## src/rtl/regfile_port_arbiter.sv

```systemverilog
// rtl/regfile_port_arbiter.sv - two-requester arbiter/sequencer for a single-port register file
// Optional feature macro: REGFILE_ARB_FIXED_PRIO_EN (defined: A has fixed priority; undefined: round-robin).
module regfile_port_arbiter #(
  parameter int ADDR_WIDTH = 3,
  parameter int MEM_DEPTH  = 8,
  parameter int MEM_WIDTH  = 16
) (
  input  logic                  clk,
  input  logic                  rst,
  input  logic                  a_req,
  input  logic                  a_wr,
  input  logic [ADDR_WIDTH-1:0] a_addr,
  input  logic [MEM_WIDTH-1:0]  a_wdata,
  output logic                  a_gnt,
  output logic                  a_ack,
  output logic [MEM_WIDTH-1:0]  a_rdata,
  input  logic                  b_req,
  input  logic                  b_wr,
  input  logic [ADDR_WIDTH-1:0] b_addr,
  input  logic [MEM_WIDTH-1:0]  b_wdata,
  output logic                  b_gnt,
  output logic                  b_ack,
  output logic [MEM_WIDTH-1:0]  b_rdata,
  output logic                  rf_wr_en,
  output logic                  rf_rd_en,
  output logic [ADDR_WIDTH-1:0] rf_addr,
  output logic [MEM_WIDTH-1:0]  rf_wr_data,
  input  logic [MEM_WIDTH-1:0]  rf_rd_data,
  output logic                  busy
);

  typedef enum logic [1:0] {
    ST_IDLE  = 2'd0,
    ST_ISSUE = 2'd1,
    ST_RESP  = 2'd2
  } state_t;

  state_t                state_q, state_d;
  logic                  last_b_q, last_b_d;       // 1: most recent grant went to B
  logic                  cmd_b_q, cmd_b_d;         // 1: current transaction belongs to B
  logic                  cmd_wr_q, cmd_wr_d;
  logic [ADDR_WIDTH-1:0] cmd_addr_q, cmd_addr_d;
  logic [MEM_WIDTH-1:0]  cmd_wdata_q, cmd_wdata_d;
  logic                  a_gnt_q, a_gnt_d;
  logic                  b_gnt_q, b_gnt_d;
  logic                  a_ack_q, a_ack_d;
  logic                  b_ack_q, b_ack_d;
  logic                  ack_rd_q, ack_rd_d;       // the ack being issued completes a read
  logic [MEM_WIDTH-1:0]  a_rdata_q, a_rdata_d;
  logic [MEM_WIDTH-1:0]  b_rdata_q, b_rdata_d;
  logic                  rf_wr_en_q, rf_wr_en_d;
  logic                  rf_rd_en_q, rf_rd_en_d;
  logic [ADDR_WIDTH-1:0] rf_addr_q, rf_addr_d;
  logic [MEM_WIDTH-1:0]  rf_wr_data_q, rf_wr_data_d;
  logic                  pick_b;

  // Winner selection when at least one requester is asking in IDLE.
  always_comb begin
`ifdef REGFILE_ARB_FIXED_PRIO_EN
    pick_b = b_req & ~a_req;
`else
    pick_b = b_req & (~a_req | ~last_b_q);
`endif
  end

  // Next-state and registered-output computation for the IDLE -> ISSUE -> RESP sequence.
  always_comb begin
    state_d      = state_q;
    last_b_d     = last_b_q;
    cmd_b_d      = cmd_b_q;
    cmd_wr_d     = cmd_wr_q;
    cmd_addr_d   = cmd_addr_q;
    cmd_wdata_d  = cmd_wdata_q;
    a_gnt_d      = 1'b0;
    b_gnt_d      = 1'b0;
    a_ack_d      = 1'b0;
    b_ack_d      = 1'b0;
    ack_rd_d     = 1'b0;
    rf_wr_en_d   = 1'b0;
    rf_rd_en_d   = 1'b0;
    rf_addr_d    = rf_addr_q;
    rf_wr_data_d = rf_wr_data_q;
    // Read data lands on rf_rd_data during the ack cycle; capture it there so it holds afterwards.
    a_rdata_d    = a_rdata;
    b_rdata_d    = b_rdata;
    case (state_q)
      ST_IDLE: begin
        if (a_req || b_req) begin
          cmd_b_d     = pick_b;
          cmd_wr_d    = pick_b ? b_wr    : a_wr;
          cmd_addr_d  = pick_b ? b_addr  : a_addr;
          cmd_wdata_d = pick_b ? b_wdata : a_wdata;
          a_gnt_d     = ~pick_b;
          b_gnt_d     = pick_b;
          last_b_d    = pick_b;
          state_d     = ST_ISSUE;
        end
      end
      ST_ISSUE: begin
        rf_wr_en_d   = cmd_wr_q;
        rf_rd_en_d   = ~cmd_wr_q;
        rf_addr_d    = cmd_addr_q;
        rf_wr_data_d = cmd_wdata_q;
        state_d      = ST_RESP;
      end
      ST_RESP: begin
        a_ack_d  = ~cmd_b_q;
        b_ack_d  = cmd_b_q;
        ack_rd_d = ~cmd_wr_q;
        state_d  = ST_IDLE;
      end
      default: begin
        state_d = ST_IDLE;
      end
    endcase
  end

  // State and output registers; reset drops any in-flight transaction.
  always_ff @(posedge clk) begin
    if (!rst) begin
      state_q      <= ST_IDLE;
      last_b_q     <= 1'b1;
      cmd_b_q      <= 1'b0;
      cmd_wr_q     <= 1'b0;
      cmd_addr_q   <= '0;
      cmd_wdata_q  <= '0;
      a_gnt_q      <= 1'b0;
      b_gnt_q      <= 1'b0;
      a_ack_q      <= 1'b0;
      b_ack_q      <= 1'b0;
      ack_rd_q     <= 1'b0;
      a_rdata_q    <= '0;
      b_rdata_q    <= '0;
      rf_wr_en_q   <= 1'b0;
      rf_rd_en_q   <= 1'b0;
      rf_addr_q    <= '0;
      rf_wr_data_q <= '0;
    end else begin
      state_q      <= state_d;
      last_b_q     <= last_b_d;
      cmd_b_q      <= cmd_b_d;
      cmd_wr_q     <= cmd_wr_d;
      cmd_addr_q   <= cmd_addr_d;
      cmd_wdata_q  <= cmd_wdata_d;
      a_gnt_q      <= a_gnt_d;
      b_gnt_q      <= b_gnt_d;
      a_ack_q      <= a_ack_d;
      b_ack_q      <= b_ack_d;
      ack_rd_q     <= ack_rd_d;
      a_rdata_q    <= a_rdata_d;
      b_rdata_q    <= b_rdata_d;
      rf_wr_en_q   <= rf_wr_en_d;
      rf_rd_en_q   <= rf_rd_en_d;
      rf_addr_q    <= rf_addr_d;
      rf_wr_data_q <= rf_wr_data_d;
    end
  end

  assign a_gnt      = a_gnt_q;
  assign b_gnt      = b_gnt_q;
  assign a_ack      = a_ack_q;
  assign b_ack      = b_ack_q;
  assign a_rdata    = (a_ack_q && ack_rd_q) ? rf_rd_data : a_rdata_q;
  assign b_rdata    = (b_ack_q && ack_rd_q) ? rf_rd_data : b_rdata_q;
  assign rf_wr_en   = rf_wr_en_q;
  assign rf_rd_en   = rf_rd_en_q;
  assign rf_addr    = rf_addr_q;
  assign rf_wr_data = rf_wr_data_q;
  assign busy       = (state_q != ST_IDLE);

endmodule

```

## config.mk

```make
export PLATFORM = sky130hd
export DESIGN_NAME = regfile_port_arbiter
export DESIGN_NICKNAME = d
export VERILOG_FILES = /design/src/rtl/regfile_port_arbiter.sv
export SDC_FILE = /design/constraint.sdc
export NUM_CORES = 1
export LEC_CHECK = 0
export CAP_MARGIN = 20
export CORE_MARGIN = 3
export CORE_UTILIZATION = 40
export DETAILED_ROUTE_END_ITERATION = 12
export PLACE_DENSITY = 0.73
export SLEW_MARGIN = 20
export SYNTH_ARGS = -nofsm -noshare
export SYNTH_HDL_FRONTEND = slang
export SYNTH_SLANG_ARGS = --single-unit
```

## constraint.sdc

```tcl
create_clock -name clk -period 2.15 [get_ports clk]
set_clock_uncertainty 0.1 [all_clocks]
set_input_delay 0.43 -clock clk [delete_from_list [all_inputs] [get_ports clk]]
set_output_delay 0.43 -clock clk [all_outputs]
set_load 0.05 [all_outputs]
```

==> summary.log <==
INFO  final_layout   nets=508
INFO  setup_path     critical_path_required=1.62ns
INFO  setup_path     cp_data_arrival_time=1.61ns
INFO  power_and_ir_drop power-per-cell-area=732mW/mm^2
INFO  setup_path     path_class=flop to output pin
INFO  logic_synthesis postSynthCellCount=336
INFO  sta            final-setup-viol-count=0
INFO  setup_path     path_delay_family=multiplexers
INFO  setup_path     cell_chain_of_the_critical_path=nand2_2, mux2_1, buf_4
INFO  logic_synthesis yosysSeqAreaShare=0.501
INFO  clock_tree     htree_num_levels=3
INFO  clock_tree     cts_made_buffers=9
INFO  setup_path     worstSetupEndpointType=output pin
INFO  logic_synthesis synth_area=0.00328sqmm
INFO  setup_path     worst_r2r_endpoint=cmd_wdata_q[6]
INFO  global_route   grt_pass1_wl=12400microns
INFO  sta            finalCriticalPeriod=2.14ns
INFO  setup_path     largest_fanout_of_any_net_on_the_critical_path=16
INFO  logic_synthesis yosys-mux-area-fraction=0.110
INFO  sta            timing.final.crit_share=0.996
INFO  placed_design  number_of_i_o_port_buffers=117
INFO  setup_path     setup_slack_of_the_worst_register_to_register_path=0.59ns
INFO  clock_tree     cts.root.buffer_cell=sky130_fd_sc_hd__clkbuf_8
INFO  clock_tree     post-cts-setup-buffer-count=0
INFO  clock_tree     cts_num_sinks=82
INFO  sta            tightest_slew=0.523ns
INFO  setup_path     worst_r2r_startpoint=state_q[0]
INFO  route          wl=7870microns
INFO  logic_synthesis post_synth_xor_xnor_area=0
INFO  placed_design  placement.setup.worst_slack=0.195ns
INFO  final_layout   flow.area_growth_from_synthesis=43.9%
INFO  global_route   grt_start_max_net_pins=37
INFO  floorplanning  floorplan.die.width=96.5microns
INFO  power_and_ir_drop power.total=3.45mW
INFO  sta            max_freq=467MHz
INFO  sta            hold_violations=0
INFO  final_layout   final_layout_size_suffix_gt1_frac=0.188
INFO  final_layout   postLayoutCoreUtil=0.601
INFO  final_layout   fillers=700
INFO  clock_tree     clockBufferDepth=2
INFO  logic_synthesis avgSynthCellArea=9.75squm
INFO  logic_synthesis net_count_after_synthesis=396
INFO  route          drt-initial-drc-count=75
INFO  route          wl_cell=14.2microns
INFO  route          drt_pass1_iterations=4
INFO  clock_tree     cts_hold_repair.buffers=0
INFO  floorplanning  design.core.area=0.00785sqmm
INFO  clock_tree     clk-insertion-delay-late=0.33ns
INFO  logic_synthesis synth.ff_latch_count=82
INFO  route          remaining_drc_errors=0
INFO  outcome        status=finished, final reports clean
INFO  clock_tree     tritoncts=done
INFO  sta            maxSlewViolCount=0
INFO  sta            grt_setup_unrepaired=yes
INFO  logic_synthesis synth_top_family_by_area=simple AND/OR/NAND/NOR gates
INFO  final_layout   number_of_antenna_cells_inserted=0
INFO  placed_design  postPlaceCellArea=0.00448sqmm
INFO  route          vias_post_dr=2741
INFO  placed_design  dp_hpwl=5480microns
INFO  logic_synthesis synth-simple-area-share=0.184
INFO  flow_run       max_capacitance_violation_count=0
INFO  floorplanning  chipHeight=96.5microns
INFO  setup_path     critical_path.startpoint_type=flop
INFO  worst_hold_path worstHoldPathCells=1
INFO  clock_tree     postCtsResizedCells=0
INFO  power_and_ir_drop leakage=1.94nW
INFO  worst_hold_path worst_hold_path_type=flop to flop
INFO  placed_design  finalWeightedCongestion=0.733
INFO  final_layout   stdcell_count=555
INFO  sta            timing.final.ws_setup=0.00853ns
INFO  route          viasPerCell=4.94
INFO  floorplanning  full_die_area=0.00931sqmm
INFO  floorplanning  floorplan.initialDensity=0.417
INFO  power_and_ir_drop vdd_ir_drop_max=0.000311V
INFO  floorplanning  number_of_rows_created_at_floorplan=32
INFO  floorplanning  ioPinCount=118
INFO  placed_design  dpl.cell_count=539
INFO  sta            worst_slew_margin_rel=0.650
INFO  logic_synthesis synth_fa_ha_area_frac=0
INFO  global_route   globalRouteTotalUtil=0.172
INFO  worst_hold_path min-delay-start=cmd_b_q
INFO  logic_synthesis synthDistinctLibCells=26
INFO  clock_tree     cts.reportedPaths.clkPinSlew=0.08ns
INFO  final_layout   fin_area=0.00471sqmm
INFO  route          ant_nets=0
INFO  setup_path     critical_path.n_buffers_inverters=1
INFO  global_route   grt-ovfl-total=0
INFO  setup_path     cp_slowest_cell=sky130_fd_sc_hd__mux2_1
INFO  setup_path     worst_path_largest_cell_delay=0.44ns
INFO  global_route   first_global_vias=2667
INFO  worst_hold_path holdPathEnd=a_ack
INFO  logic_synthesis yosys_warnings=0
INFO  logic_synthesis synth_compound_area_frac=0.165
INFO  setup_path     r2r_cells=4
INFO  global_route   antenna_found_initial=0
report_power, final:
part	switching, mW	leakage, nW	total (mW)	internal [mW]
Sequential	0.0411	0.668	1.63	1.59
Clock	0.546	0.120	1.27	0.724
Combinational	0.300	1.16	0.550	0.250
Total	0.888	1.94	3.45	2.56
layout make-up:
type,instances,area (sq um),area share
Multi-Input combinational cell,226,1500,0.319
Tap cell,102,128,0.0271
Clock inverter,5,86.3,0.0183
Sequential cell,82,1640,0.348
Inverter,3,11.3,0.00239
Timing Repair Buffer,126,1190,0.253
Clock buffer,11,151,0.0321
placed cells by master, fill, tap and decap left out, drive strengths merged:
cell           instances
clkdlybuf4s50         84
dfxtp                 82
nand2                 81
buf                   42
a21oi                 41
and2                  35
mux2                  32
a311oi                20
clkbuf                11
nor2                   5
and3                   3
clkinv                 3
inv                    3
bufinv                 2
nor2b                  1
nand2b                 1
a21bo                  1
or2                    1
a21boi                 1
o21ai                  1
a21o                   1
nand3b                 1
nor3                   1
sequential cells by signal, summed over array words and instances, names as in the netlist:
| register | cells |
|---|---|
| a_rdata_q | 16 |
| state_q | 2 |
| rf_wr_en | 1 |
| b_gnt | 1 |
| cmd_b_q | 1 |
| cmd_addr_q | 3 |
| rf_addr | 3 |
| cmd_wr_q | 1 |
| a_ack | 1 |
| b_rdata_q | 16 |
| rf_wr_data | 16 |
| a_gnt | 1 |
| last_b_q | 1 |
| cmd_wdata_q | 16 |
| rf_rd_en | 1 |
| ack_rd_q | 1 |
| b_ack | 1 |
through the flow:
stage          hold slack [ns]  setup TNS, ns
4_1_cts                  0.312         -0.971
3_5_place_dp             0.304              0
2_1_floorplan            0.293              0
6_report                 0.314              0
5_1_grt                  0.317          -3.12
3_3_place_gp             0.297              0
cell families (layout without fill, tap and decap cells):
group / count (synthesis) / after routing
AOI/OAI and AO/OA: 65 / 65
and+or+nand+nor: 129 / 129
muxes: 32 / 32
buffers and inverters: 28 / 145
DFF: 82 / 82
worst max path at each step:
stage / startpoint / to / slack (ns) / cells after the start
after floorplan: b_ack / b_rdata[10] / 0.05 / 3
after global placement: a_req / b_gnt / 0.20 / 5
after detailed placement: a_req / b_gnt / 0.20 / 5
after CTS: ack_rd_q / b_rdata[5] / -0.05 / 3
after global routing: ack_rd_q / b_rdata[7] / -0.12 / 3
final: ack_rd_q / a_rdata[7] / 0.009 / 3
per-layer routing:
metal,share of wire,vias to the layer above,GRT usage
met2,0.48,98,0.295
met4,0.012,0,0.0689
met1,0.43,1278,0.207
li1,-,1357,-
met3,0.075,8,0.0418
met5,0,-,0
cells in the mapped netlist (all sizes together):
| master | count | share of area |
|---|---|---|
| a21bo | 1 | 0.0031 |
| a21boi | 1 | 0.0034 |
| a21o | 1 | 0.0023 |
| a21oi | 41 | 0.063 |
| a311oi | 20 | 0.092 |
| and2 | 35 | 0.068 |
| and3 | 3 | 0.0057 |
| buf | 13 | 0.023 |
| clkbuf | 12 | 0.014 |
| dfxtp | 82 | 0.50 |
| inv | 3 | 0.0034 |
| mux2 | 32 | 0.11 |
| nand2 | 81 | 0.094 |
| nand2b | 1 | 0.0019 |
| nand3b | 1 | 0.0023 |
| nor2 | 5 | 0.0065 |
| nor2b | 1 | 0.0019 |
| nor3 | 1 | 0.0015 |
| o21ai | 1 | 0.0015 |
| or2 | 1 | 0.0019 |
Note: power is estimated with default switching activity, not from simulation.
